$ cat config.mk
export PLATFORM = sky130hd
export DESIGN_NAME = dmem_port_arbiter
export DESIGN_NICKNAME = d
export VERILOG_FILES = /design/src/rtl/dmem_pkg.sv /design/src/rtl/dmem_lane_ctrl.sv /design/src/rtl/dmem_port_arbiter.sv
export SDC_FILE = /design/constraint.sdc
export NUM_CORES = 1
export LEC_CHECK = 0
export CORE_MARGIN = 8
export CORE_UTILIZATION = 24
export CTS_CLUSTER_SIZE = 12
export DETAILED_ROUTE_END_ITERATION = 10
export PLACE_DENSITY = 0.79
export SLEW_MARGIN = 20
export SYNTH_ARGS = -nofsm -noshare
export SYNTH_HDL_FRONTEND = slang
export SYNTH_SLANG_ARGS = --single-unit
$ cat constraint.sdc
create_clock -name clk -period 1.6 [get_ports clk]
set_input_delay 0.24 -clock clk [delete_from_list [all_inputs] [get_ports clk]]
set_output_delay 0.24 -clock clk [all_outputs]
set_load 0.01 [all_outputs]
$ cat src/rtl/dmem_pkg.sv
// dmem_pkg: shared encodings for the data-memory port arbiter and lane control.
// Contents: access-size codes, read-return owner tags, arbiter FSM states, lane count.
package dmem_pkg;
    localparam logic [1:0] SZ_BYTE = 2'b00;
    localparam logic [1:0] SZ_HALF = 2'b01;
    localparam logic [1:0] SZ_WORD = 2'b10;
    localparam int LANES = 4;
    typedef enum logic [1:0] {OWN_NONE = 2'd0, OWN_CPU = 2'd1, OWN_DBG = 2'd2} owner_t;
    typedef enum logic {ARB = 1'b0, DBG_LOCK = 1'b1} arb_state_t;
endpackage

$ cat src/rtl/dmem_lane_ctrl.sv
// dmem_lane_ctrl: maps access size + byte offset to lane enables and replicated write data.
// Ports: i_size (access size), i_off (byte offset), i_wdata (right-aligned store data),
//        o_lanes (per-lane enables), o_wdata (lane-replicated data), o_illegal (bad size/alignment).
module dmem_lane_ctrl
    import dmem_pkg::*;
(
    input  logic [1:0]       i_size,
    input  logic [1:0]       i_off,
    input  logic [31:0]      i_wdata,
    output logic [LANES-1:0] o_lanes,
    output logic [31:0]      o_wdata,
    output logic             o_illegal
);
    always_comb begin
        o_illegal = (i_size == 2'b11) || (i_size == SZ_HALF && i_off[0]) || (i_size == SZ_WORD && i_off != 2'b00);
        o_lanes   = o_illegal          ? 4'b0000 :
                    i_size == SZ_BYTE  ? 4'b0001 << i_off :
                    i_size == SZ_HALF  ? (i_off[1] ? 4'b1100 : 4'b0011) : 4'b1111;
        o_wdata   = i_size == SZ_BYTE  ? {4{i_wdata[7:0]}} :
                    i_size == SZ_HALF  ? {2{i_wdata[15:0]}} : i_wdata;
    end
endmodule

$ cat src/rtl/dmem_port_arbiter.sv
// dmem_port_arbiter: shares the byte-lane data RAMs between the CPU (priority) and DBG ports.
// Ports: CPU request/stall/read return, DBG request/grant/read return, RAM address/data/enables,
//        MisalignErr pulse. Optional DBG lock (input DbgLock) under macro DMEM_ARB_LOCK_EN.
module dmem_port_arbiter
    import dmem_pkg::*;
#(
    parameter int MAX_WAIT = 4,
    parameter int ADDR_LSB = 2,
    parameter int AW       = 13
) (
`ifdef DMEM_ARB_LOCK_EN
    input  logic          DbgLock,
`endif
    input  logic          clk,
    input  logic          rst,
    input  logic          CpuReq,
    input  logic          CpuWe,
    input  logic [1:0]    CpuSize,
    input  logic [31:0]   CpuAddr,
    input  logic [31:0]   CpuWData,
    output logic          CpuStall,
    output logic          CpuRValid,
    output logic [31:0]   CpuRData,
    input  logic          DbgReq,
    input  logic          DbgWe,
    input  logic [1:0]    DbgSize,
    input  logic [31:0]   DbgAddr,
    input  logic [31:0]   DbgWData,
    output logic          DbgGnt,
    output logic          DbgRValid,
    output logic [31:0]   DbgRData,
    output logic [AW-1:0] MemAddr,
    output logic [31:0]   MemWData,
    output logic          MemRden,
    output logic [3:0]    MemWren,
    input  logic [31:0]   MemRData,
    output logic          MisalignErr
);
    localparam logic [3:0] MW = 4'(MAX_WAIT);
    arb_state_t r_state, w_next;
    owner_t     r_owner;
    logic [3:0] r_wait;
    logic       r_err;
    logic       w_locked, w_dbg_win, w_cpu_win, w_any, w_we, w_ill, w_unused;
    logic [1:0] w_size;
    logic [3:0] w_lanes;
    logic [31:0] w_addr, w_wdata, w_rep;

    dmem_lane_ctrl u_lane (
        .i_size   (w_size),
        .i_off    (w_addr[1:0]),
        .i_wdata  (w_wdata),
        .o_lanes  (w_lanes),
        .o_wdata  (w_rep),
        .o_illegal(w_ill)
    );

    always_ff @(posedge clk) begin
        r_state <= rst ? ARB : w_next;
    end

    // Entering and staying in DBG_LOCK both reduce to "DBG granted while holding DbgLock".
    always_comb begin
        w_next = ARB;
`ifdef DMEM_ARB_LOCK_EN
        w_next = (w_dbg_win && DbgLock) ? DBG_LOCK : ARB;
`endif
    end

    always_comb begin
        w_locked  = r_state == DBG_LOCK;
        w_dbg_win = DbgReq && (!CpuReq || r_wait == MW || w_locked);
        w_cpu_win = CpuReq && !w_dbg_win && !w_locked;
        w_any     = w_cpu_win || w_dbg_win;
        w_we      = w_dbg_win ? DbgWe    : CpuWe;
        w_size    = w_dbg_win ? DbgSize  : CpuSize;
        w_addr    = w_dbg_win ? DbgAddr  : CpuAddr;
        w_wdata   = w_dbg_win ? DbgWData : CpuWData;
        DbgGnt    = w_dbg_win;
        CpuStall  = CpuReq && !w_cpu_win;
        MemAddr   = w_any ? w_addr[ADDR_LSB+AW-1:ADDR_LSB] : '0;
        MemWData  = w_any ? w_rep : '0;
        MemRden   = w_any && !w_we && !w_ill;
        MemWren   = (w_any && w_we) ? w_lanes : 4'b0000;
        w_unused  = &{1'b0, w_addr[31:ADDR_LSB+AW]};
    end

    // WaitCnt counts contested cycles DBG lost; cleared by any DBG grant and pinned while locked.
    always_ff @(posedge clk) begin
        if (rst) begin
            r_wait  <= '0;
            r_owner <= OWN_NONE;
            r_err   <= 1'b0;
        end else begin
            r_wait  <= (w_dbg_win || w_locked) ? 4'd0 :
                       (CpuReq && DbgReq && r_wait != MW) ? r_wait + 4'd1 : r_wait;
            r_owner <= MemRden ? (w_dbg_win ? OWN_DBG : OWN_CPU) : OWN_NONE;
            r_err   <= w_any && w_ill;
        end
    end

    assign CpuRValid   = r_owner == OWN_CPU;
    assign DbgRValid   = r_owner == OWN_DBG;
    assign CpuRData    = CpuRValid ? MemRData : '0;
    assign DbgRData    = DbgRValid ? MemRData : '0;
    assign MisalignErr = r_err;
endmodule
==> run summary <==
The number of max-cap violations is 0. The HPWL after detailed placement came out at approximately 13000 um. The slew at the pin with the worst max-slew slack is 375 ps. In the final design database the tool counted 870 nets. The data arrival time of the critical path is between 1500 and 2000 ps. Dividing the final minimum period by the clock period gives 1.35. STA classifies the critical path startpoint as a flop.

The final hold slack is about 550 ps. The maximum number of pins on one net before global-route repair came out at 33. The worst-case reg-to-reg path depth is 8. The die is ~110 um tall. The number of clock buffers inserted by TritonCTS is 3. The port buffer count is approximately 250. The total global-route track usage came out at 0.240. The wire length of the first global-routing pass came out at ~25000 um. The TritonCTS clock tree is yes.

The power density normalized to cell area is around 320 nW/um^2. Summed over all layers, the global routing overflow is 0. The data required time of the worst path is 1360 ps. The critical path starts at r_wait[1]. The number of nets with antenna violations after routing came out at 0. The die area is between 10000 and 15000 um^2. The initialized floorplan defines 35 standard-cell rows. The post-synthesis cell type count is 38.

In this run the worst hold path is classified as flop to flop. In this run the critical register-to-register path is launched from r_wait[1]. The setup path with the least slack is of type flop to output pin.

The maximum level of the CTS H-tree is 1. The routed wire length per instance is 20.7 um. The tree is rooted in a sky130_fd_sc_hd__clkbuf_8.

The clock insertion delay at the later pin of the skew report is around 230 ps. In the layout the commonest cells are 130 x sky130_fd_sc_hd__clkdlybuf4s50_1, 65 x sky130_fd_sc_hd__and2_1, 57 x sky130_fd_sc_hd__buf_2, 57 x sky130_fd_sc_hd__buf_4, 51 x sky130_fd_sc_hd__nand2_1. In the synthesized netlist, the number of instances is 378. The clock edge transition at the registers on the reported setup and hold paths is about 40 ps. The Yosys warning count is 0. The worst path in the final design needs a cycle of roughly 2200 ps, including I/O delays and setup. The startpoint of the worst hold path is r_wait[2]. The detailed router's first-iteration violation count came out at 144. The number of vias in the routed layout came out at 4219. The core box area is roughly 9200 um^2.

In the final layout, the share of cells above drive strength 1 is 0.443. The I/O pin count came out at 289. The number of inserted filler cells in the final layout is 790.

For this run, design rule violations remaining after detail routing come to 0. The ratio of routed vias to standard cells is ~5.1. The maximum buffer depth of the clock tree is 2. The most common cell after layout, fill and taps aside is sky130_fd_sc_hd__clkdlybuf4s50_1.

The global placer's final weighted congestion came out at 0.864. The remaining max-slew budget at the tightest pin is 0.746. The final reports fail on negative setup slack. The area occupied by multi-input gates came out at around 2400 um^2.

The number of clock sinks seen by CTS is 7. In this run the worst path has a maximum fanout of 4. The worst hold path passes through 2 cells. Timing would allow up to between 400 and 500 MHz.

The leakage power summed over all cells is 2.75 nW. The worst setup path is captured at an output pin. The hold violation total from the final report came out at 0.

The proportion of synthesized chip area in sequential cells is 0.0614. The number of setup violations in the final report came out at 52. The layout overhead on the synthesized area came out at 163%. The capture point of the worst reg-to-reg path is MisalignErr. The initial utilization of the core area, before any placement, comes to 0.247. The sequential cell area in the final layout is approximately 150 um^2.

Setup repair after global routing could not meet its margin everywhere. The flow ran to the end, but the final reports show violations. The number of global-route vias before repair is roughly 4400. The post-layout worst setup margin is -553 ps. The overall die width came out at 114 um. For flop-to-flop paths, the worst setup slack is 30 ps.

The initial antenna violation count came out at 1. The post-placement worst setup slack came out at -888 ps. The worst-case IR drop observed on VDD is around 0.00022 V.

The path with the worst hold slack has its endpoint at r_wait[2]. The worst-case clock skew is 1.22 ps. The number of storage elements in the synthesis netlist is 7. After synthesis the cells add up to approximately 2300 um^2. The synthesized netlist net count came out at 550.

Before antenna repair, the detailed router went through 4 iterations. The number of max-slew violations in the final report came out at 0. The routed wire length is between 15000 and 20000 um.

The per-instance average area after synthesis came out at 6.04 um^2.
## power by group
part,total (W),internal [W],switching [W]
Sequential,0.000184,0.000181,0.00000297
Combinational,0.00150,0.000838,0.000664
Clock,0.000254,0.000173,0.0000809
## kinds of logic after synthesis
kind of cell	Yosys count	synth area share
simple gates	199	0.438
compound gates	90	0.243
buf+inv	42	0.0762
mux	36	0.162
flops	7	0.0614
xor+xnor	2	0.00768
fa+ha+maj	2	0.0110
## flip-flops by register name (all words and copies together) (netlist names)
signal and count:
MisalignErr 1, r_owner 2, r_wait 4
## critical path, stage by stage (launching register included)
cell	delay, ps
sky130_fd_sc_hd__dfxtp_2	320
sky130_fd_sc_hd__inv_2	60
sky130_fd_sc_hd__ha_4	130
sky130_fd_sc_hd__nand3b_1	110
sky130_fd_sc_hd__a21o_4	280
sky130_fd_sc_hd__or4_4	550
sky130_fd_sc_hd__o41ai_4	60
sky130_fd_sc_hd__buf_2	180
## layer usage
layer	global-route usage	part of all wire
met3	0.0634	0.085
met5	0	0
met2	0.495	0.54
met4	0.0728	0.026
met1	0.220	0.35
## Yosys cell counts (all sizes together)
| cell | number | area, um^2 |
|---|---|---|
| a21oi | 24 | 120 |
| buf | 15 | 72.6 |
| nand3 | 14 | 70.1 |
| nand4 | 1 | 6.26 |
| a221o | 1 | 10.0 |
| ha | 2 | 25.0 |
| nor2 | 23 | 88.8 |
| a2111oi | 1 | 8.76 |
| o31ai | 2 | 15.0 |
| clkbuf | 19 | 71.3 |
| nand4b | 1 | 8.76 |
| a31oi | 1 | 6.26 |
| nor2b | 11 | 68.8 |
| o21ai | 30 | 150 |
| nor4 | 2 | 12.5 |
| or4 | 1 | 7.51 |
| nor4b | 2 | 17.5 |
| nor3 | 3 | 15.0 |
| and2 | 65 | 407 |
| o2111ai | 2 | 17.5 |
| or2 | 1 | 6.26 |
| o41ai | 1 | 8.76 |
| dfxtp | 7 | 140 |
| inv | 8 | 30.0 |
| mux2i | 28 | 280 |
| nand2b | 1 | 6.26 |
| a311oi | 9 | 78.8 |
| xor2 | 2 | 17.5 |
| o22ai | 2 | 12.5 |
| nand3b | 2 | 15.0 |
| mux2 | 8 | 90.1 |
| a211oi | 16 | 120 |
| nand2 | 72 | 270 |
| a21o | 1 | 7.51 |
## layout make-up
| type | count | share of cell area |
|---|---|---|
| Inverter | 8 | 0.00626 |
| Sequential cell | 7 | 0.0242 |
| Clock buffer | 4 | 0.00751 |
| Multi-Input combinational cell | 329 | 0.407 |
| Tap cell | 129 | 0.0269 |
| Timing Repair Buffer | 349 | 0.528 |
| Antenna cell | 1 | 0.000417 |
## per-stage QoR
stage	area [um^2]	cells	power, W	TNS, ps	util
floorplan	2550	378	0.000701	-737	-
global placement	5610	785	0.00154	-42270	0.607
detailed placement	5610	785	0.00156	-44380	0.607
CTS	5870	814	0.00184	-20880	0.635
global route	5990	827	0.00205	-24550	0.649
finish	5990	827	0.00194	-21410	0.649
## worst max path at each step
stage	cells past startpoint	to	slack, ps
after floorplan	7	MemWren[2]	-130
after global placement	6	MemWData[8]	-890
after detailed placement	6	MemWData[20]	-890
after CTS	7	MemWren[2]	-550
final	7	MemWren[2]	-550
after global routing	7	MemWren[2]	-610
## what timing repair did
item / 4_1_cts / 5_1_grt
cloned: 6 / 6
pin swaps: 13 / 19
setup endpoints to repair: 121 / 112
hold buffers: 0 / 0
setup buffers: 20 / 9
resized for setup: 385 / 130
No activity file was read; power rests on OpenSTA's default activity.
